<file path="src/rtl/viterbi_word_deserializer.sv">
// viterbi_word_deserializer
//   Back end of the Viterbi decoder. After a start pulse it skips the decoder's
//   fixed latency, then packs the decoded bit stream MSB-first into WORD_W-bit
//   words. Words are handed out through a 2-entry buffer with valid/ready.
// Ports
//   clk         system clock, rising edge
//   reset       asynchronous reset, active low
//   enb         stage enable; counters, shift register and FSM advance only when 1
//   start       one-cycle pulse marking the first frame bit entering the encoder
//   decoded     decoded bit from the Viterbi decoder
//   word_out    head of the output buffer (holds last value when empty)
//   word_valid  buffer non-empty
//   word_ready  consumer accepts word_out when word_valid && word_ready
//   overflow    sticky: a completed word was dropped because the buffer was full
//   state       FSM state for debug (IDLE=0, SKIP=1, COLLECT=2)
//
// state   | meaning
// IDLE    | waiting for start; decoded is ignored
// SKIP    | counting out the decoder latency
// COLLECT | shifting decoded bits into words, back-to-back
module viterbi_word_deserializer #(
  parameter int WORD_W      = 16,
  parameter int DEC_LATENCY = 32,
  parameter int BUF_DEPTH   = 2
) (
  input  logic              clk,
  input  logic              reset,
  input  logic              enb,
  input  logic              start,
  input  logic              decoded,
  output logic [WORD_W-1:0] word_out,
  output logic              word_valid,
  input  logic              word_ready,
  output logic              overflow,
  output logic [1:0]        state
);

  localparam int SKIP_W = (DEC_LATENCY > 1) ? $clog2(DEC_LATENCY) : 1;
  localparam int BIT_W  = (WORD_W > 1) ? $clog2(WORD_W) : 1;
  localparam logic [SKIP_W-1:0] SKIP_LOAD = SKIP_W'(DEC_LATENCY - 1);
  localparam logic [BIT_W-1:0]  BIT_LAST  = BIT_W'(WORD_W - 1);

  if (DEC_LATENCY < 1) begin : g_bad_latency
    $error("viterbi_word_deserializer: DEC_LATENCY must be >= 1");
  end
  if (BUF_DEPTH != 2) begin : g_bad_depth
    $error("viterbi_word_deserializer: BUF_DEPTH must be 2");
  end

  typedef enum logic [1:0] {
    ST_IDLE    = 2'd0,
    ST_SKIP    = 2'd1,
    ST_COLLECT = 2'd2
  } state_t;

  state_t              state_q, state_d;
  logic [SKIP_W-1:0]   skip_cnt_q, skip_cnt_d;
  logic [BIT_W-1:0]    bit_cnt_q, bit_cnt_d;
  logic [WORD_W-1:0]   sreg_q, sreg_d;
  logic [WORD_W-1:0]   fifo_q [2];
  logic [WORD_W-1:0]   fifo_d [2];
  logic                rd_ptr_q, rd_ptr_d;
  logic                wr_ptr_q, wr_ptr_d;
  logic [1:0]          count_q, count_d;
  logic [WORD_W-1:0]   word_out_q, word_out_d;
  logic                word_valid_q, word_valid_d;
  logic                overflow_q, overflow_d;

  logic                beat;
  logic                push;
  logic                pop;
  logic                full;
  logic                accept;
  logic [WORD_W-1:0]   push_word;

  // The cycle on which the skip counter hits zero is already DEC_LATENCY
  // enb-cycles after start, so that cycle samples the first bit while the
  // FSM moves to COLLECT.
  always_comb begin
    state_d    = state_q;
    skip_cnt_d = skip_cnt_q;
    bit_cnt_d  = bit_cnt_q;
    sreg_d     = sreg_q;
    beat       = 1'b0;
    push       = 1'b0;
    push_word  = {sreg_q[WORD_W-2:0], decoded};
    if (enb) begin
      if (start) begin
        // restart drops any partial word; buffered words are untouched
        state_d    = ST_SKIP;
        skip_cnt_d = SKIP_LOAD;
        bit_cnt_d  = '0;
      end else begin
        case (state_q)
          ST_IDLE: ;
          ST_SKIP: begin
            if (skip_cnt_q == '0) begin
              state_d = ST_COLLECT;
              beat    = 1'b1;
            end else begin
              skip_cnt_d = skip_cnt_q - SKIP_W'(1);
            end
          end
          ST_COLLECT: beat = 1'b1;
          default: state_d = ST_IDLE;
        endcase
      end
      if (beat) begin
        sreg_d = push_word;
        if (bit_cnt_q == BIT_LAST) begin
          push      = 1'b1;
          bit_cnt_d = '0;
        end else begin
          bit_cnt_d = bit_cnt_q + BIT_W'(1);
        end
      end
    end
  end

  // Output buffer. On push+pop while full, the write pointer equals the read
  // pointer, so the new word lands in the slot being vacated by the pop.
  always_comb begin
    pop        = word_valid_q && word_ready;
    full       = (count_q == 2'd2);
    accept     = push && (!full || pop);
    fifo_d     = fifo_q;
    rd_ptr_d   = rd_ptr_q;
    wr_ptr_d   = wr_ptr_q;
    count_d    = count_q;
    overflow_d = overflow_q | (push && full && !pop);
    if (accept) begin
      fifo_d[wr_ptr_q] = push_word;
      wr_ptr_d         = ~wr_ptr_q;
    end
    if (pop) begin
      rd_ptr_d = ~rd_ptr_q;
    end
    case ({accept, pop})
      2'b10:   count_d = count_q + 2'd1;
      2'b01:   count_d = count_q - 2'd1;
      default: ;
    endcase
    word_valid_d = (count_d != 2'd0);
    word_out_d   = word_valid_d ? fifo_d[rd_ptr_d] : word_out_q;
  end

  always_ff @(posedge clk or negedge reset) begin
    if (!reset) begin
      state_q      <= ST_IDLE;
      skip_cnt_q   <= '0;
      bit_cnt_q    <= '0;
      sreg_q       <= '0;
      fifo_q[0]    <= '0;
      fifo_q[1]    <= '0;
      rd_ptr_q     <= 1'b0;
      wr_ptr_q     <= 1'b0;
      count_q      <= 2'd0;
      word_out_q   <= '0;
      word_valid_q <= 1'b0;
      overflow_q   <= 1'b0;
    end else begin
      state_q      <= state_d;
      skip_cnt_q   <= skip_cnt_d;
      bit_cnt_q    <= bit_cnt_d;
      sreg_q       <= sreg_d;
      fifo_q       <= fifo_d;
      rd_ptr_q     <= rd_ptr_d;
      wr_ptr_q     <= wr_ptr_d;
      count_q      <= count_d;
      word_out_q   <= word_out_d;
      word_valid_q <= word_valid_d;
      overflow_q   <= overflow_d;
    end
  end

  assign word_out   = word_out_q;
  assign word_valid = word_valid_q;
  assign overflow   = overflow_q;
  assign state      = state_q;

endmodule

</file>
<file path="config.mk">
export PLATFORM = sky130hd
export DESIGN_NAME = viterbi_word_deserializer
export DESIGN_NICKNAME = d
export VERILOG_FILES = /design/src/rtl/viterbi_word_deserializer.sv
export SDC_FILE = /design/constraint.sdc
export NUM_CORES = 1
export LEC_CHECK = 0
export CAP_MARGIN = 10
export CORE_MARGIN = 5
export CORE_UTILIZATION = 52
export CTS_CLUSTER_SIZE = 28
export DETAILED_ROUTE_END_ITERATION = 10
export GPL_TIMING_DRIVEN = 0
export PLACE_DENSITY = 0.81
export SLEW_MARGIN = 10
export SYNTH_ARGS = -nofsm -noshare
export SYNTH_HDL_FRONTEND = slang
export SYNTH_SLANG_ARGS = --single-unit
export TNS_END_PERCENT = 100
</file>
<file path="constraint.sdc">
create_clock -name clk -period 3.6 [get_ports clk]
set_input_delay 0.36 -clock clk [delete_from_list [all_inputs] [get_ports clk]]
set_output_delay 0.36 -clock clk [all_outputs]
set_load 0.005 [all_outputs]
</file>
==> flow_summary.yaml, run 1 <==
outcome:
  status: "completed"
clock_tree:
  cts_tree: "built"
  cts-htree-levels: 3
  cts.clk_slew.worst_paths_ns: 0.08
  cts_buffers: 9
  clock_sinks: 80
  clk_latency_ns: 0.35
  root_buffer: "clkbuf_8"
  cts_max_path_buffers: 2
hold_path:
  min_path_type: "reg -> reg"
  hold_end: "bit_cnt_q[3]$_DFFE_PN0P_"
  hp-start: "bit_cnt_q[3]$_DFFE_PN0P_"
  whs_path_depth: 1
floorplanning:
  ioPinCount: 26
  fp.coreArea_um2: 6390
  placementRows: 29
  die_area_um2: 8320
  die_y_um: 91.2
  initial_core_util: 0.537
  dieWidth_um: 91.2
route:
  routed_wl_um: 6430
  routedWlPerCell_um: 16.0
  drt_iter0_markers: 96
  vias: 2183
  vias_per_cell: 5.43
  dr.pass1.iters: 6
  ant_nets: 0
  drc: 0
global_route:
  antenna_found_initial: 0
  grt_pass1_wl_um: 11300
  grt_pass1_vias: 2372
  grt_max_degree: 46
  track_usage: 0.170
  overflow: 0
synth:
  yosys-top-cells-area: "dfrtp_1, mux2i_1, mux2_2, inv_1, a221oi_1"
  synthesis.nets: 294
  seq_area_frac_synth: 0.584
  ys_ff_latch: 80
  syn_area_per_cell_um2: 12.2
  yosys.cell_types.count: 40
  yosysWarnings: 0
  synth_area_um2: 3430
  synth_area_leader_cell: "dfrtp_1"
  synth_cells: 281
  synth_top_area_share: 0.584
timing:
  rsz0062_at_grt: "no"
  final.min_clock_period_ns: 3.34
  drv_slew: 0
  fin_crit_sh: 0.929
  fmax_mhz: 299
  fin_worst_skew_ns: 0.00623
  setup_slack_ns: 0.257
  worst_pin_slew_ns: 0.556
  hold_violations: 0
  setup_viol: 0
  relSlewSlack: 0.629
final_layout:
  final_core_util: 0.634
  antenna_cells: 0
  syn2layout_area_growth_pct: 18.0
  drive_gt1_frac: 0.163
  layout_commonest_cell: "dfrtp_1"
  nNetsFinal: 334
  layout_common_cells: "dfrtp_1, inv_1, mux2i_1, clkdlybuf4s50_1, nor2_1"
critical_path:
  slowest_stage: "or4b_1"
  rr_startpoint: "skip_cnt_q[0]$_DFFE_PN0P_"
  cp_top_family: "simple AND/OR/NAND/NOR gates"
  timing.rr.end: "word_out[14]$_DFFE_PN0P_"
  path_class: "reg -> reg"
  arrival_ns: 3.58
  worst_setup_path_start_kind: "flop"
  cp_cell_sequence: "inv_1, ha_1, or4b_1, buf_2, o32ai_4, buf_6, nand2_1, ha_4, nor4bb_2, nor3_2, and2_1, clkbuf_1, buf_4, a221oi_1"
  crit_path_end_kind: "flop"
  cpPeakStageDelay_ns: 0.42
  ff2ff_path_depth: 14
  path_buf_inv: 5
  reg2reg_slack_ns: 0.26
  worst_ep_required_time_ns: 3.84
  timing.critical_path.fanout_max: 10
placement:
  place_ws_ns: -0.595
  port_buffers: 25
  gp_congestion: 0.749
  hpwlAfterDp_um: 4310
power_and_ir_drop:
  p_leak_uw: 0.00236
  vdd_drop_max_mv: 0.294
  power_density_nw_per_um2: 410
job:
  maxCapViolations: 0
[cell type report]
| type | count | area [µm²] |
|---|---|---|
| Fill cell | 507 | 2340 |
| Sequential cell | 80 | 2000 |
| Multi-Input combinational cell | 148 | 1240 |
| Timing Repair Buffer | 29 | 300 |
| Inverter | 41 | 154 |
| Clock buffer | 9 | 124 |
| Tap cell | 77 | 96.3 |
| Buffer | 12 | 83.8 |
| Clock inverter | 6 | 45.0 |
[cells by family after synthesis]
kind of cell / count (synthesis) / share of synthesized area
fa+ha+maj: 7 / 0.0255
mux: 47 / 0.143
compound gates: 34 / 0.0824
xor+xnor: 8 / 0.0204
buf+inv: 53 / 0.0646
simple gates: 52 / 0.0810
flops: 80 / 0.584
[sequential cells by signal (all words and copies together), names as in the netlist]
register and count:
word_valid 1, overflow 1, rd_ptr_q 1, fifo_q 32, wr_ptr_q 1, count_q 2
bit_cnt_q 4, word_out 16, state 2, skip_cnt_q 5, sreg_q 15
[cell usage after synthesis]
library cell  number
dfrtp_1           80
inv_1             41
mux2i_1           32
nor2_1            17
a221oi_1          15
mux2_2            15
nand2_1           13
ha_1               7
clkbuf_1           6
xnor2_1            6
o21ai_0            5
and2_1             3
buf_2              3
nand3_1            3
a21oi_1            2
a22o_1             2
a31oi_1            2
buf_6              2
nor2b_1            2
nor3_1             2
nor4bb_1           2
o21a_1             2
xor2_1             2
a21boi_1           1
a41o_1             1
and3_1             1
and4_1             1
buf_4              1
nand3_4            1
nand3b_2           1
nand4_1            1
nand4b_1           1
nor3b_1            1
nor4_1             1
o211a_1            1
o211ai_1           1
o32ai_1            1
o32ai_4            1
or2_2              1
or4b_1             1
[through the flow]
step                      instances  area [µm²]  hold WS [ns]  setup TNS, ns  power [µW]
after floorplan                 281        3430        0.0644              0        1040
after global placement          383        3780         0.457         -49.88        1090
after detailed placement        384        3800         0.354          -6.23        1100
after CTS                       401        4000         0.484              0        1680
after global routing            402        4050         0.504              0        1750
final                           402        4050         0.482              0        1660
[report_power, final]
group / switching (µW) / internal [µW] / leakage [µW]
registers: 20.2 / 921 / 0.00109
logic: 81.9 / 58.4 / 0.00120
clock network: 327 / 250 / 0.0000781
total: 430 / 1230 / 0.00236
[worst reg2reg max path, delay by kind of cell, from the launching register on]
kind / cells / cell delay, ns
adders and majority gates: 2 / 0.46
AOI/OAI and AO/OA: 2 / 0.46
and+or+nand+nor: 5 / 1.11
buffers and inverters: 5 / 0.84
DFF: 1 / 0.38
[worst max path at each step]
stage                              start                       end  slack [ns]  depth (start not counted)
2_1_floorplan  skip_cnt_q[0]$_DFFE_PN0P_   word_out[0]$_DFFE_PN0P_        0.25                         14
3_3_place_gp                       reset  word_out[11]$_DFFE_PN0P_       -0.56                          1
3_5_place_dp                         enb  word_out[15]$_DFFE_PN0P_       -0.59                         12
4_1_cts        skip_cnt_q[0]$_DFFE_PN0P_   word_out[9]$_DFFE_PN0P_        0.01                         14
5_1_grt        skip_cnt_q[0]$_DFFE_PN0P_  word_out[14]$_DFFE_PN0P_        0.02                         14
6_report       skip_cnt_q[0]$_DFFE_PN0P_  word_out[14]$_DFFE_PN0P_        0.26                         14
[metal layers]
| layer | global-route usage | share of wire |
|---|---|---|
| met1 | 0.206 | 0.44 |
| met2 | 0.291 | 0.51 |
| met3 | 0.0521 | 0.040 |
| met4 | 0.0513 | 0.0089 |
| met5 | 0 | 0 |
[repair_timing]
action                                  4_1_cts  5_1_grt
endpoints found under the hold margin        35        0
endpoints found under the setup margin       17       11
pin swaps                                     1        0
gates resized for setup                       5       13
setup buffers                                 1        1
hold buffers                                  1        0
Note: power is estimated with default switching activity, not from simulation.
==> run 2: changes to the inputs <==
- SLEW_MARGIN: 10 -> 20
==> results of run 2 <==
Same layout as run 1: the final DEF is identical, and so are final timing and power.
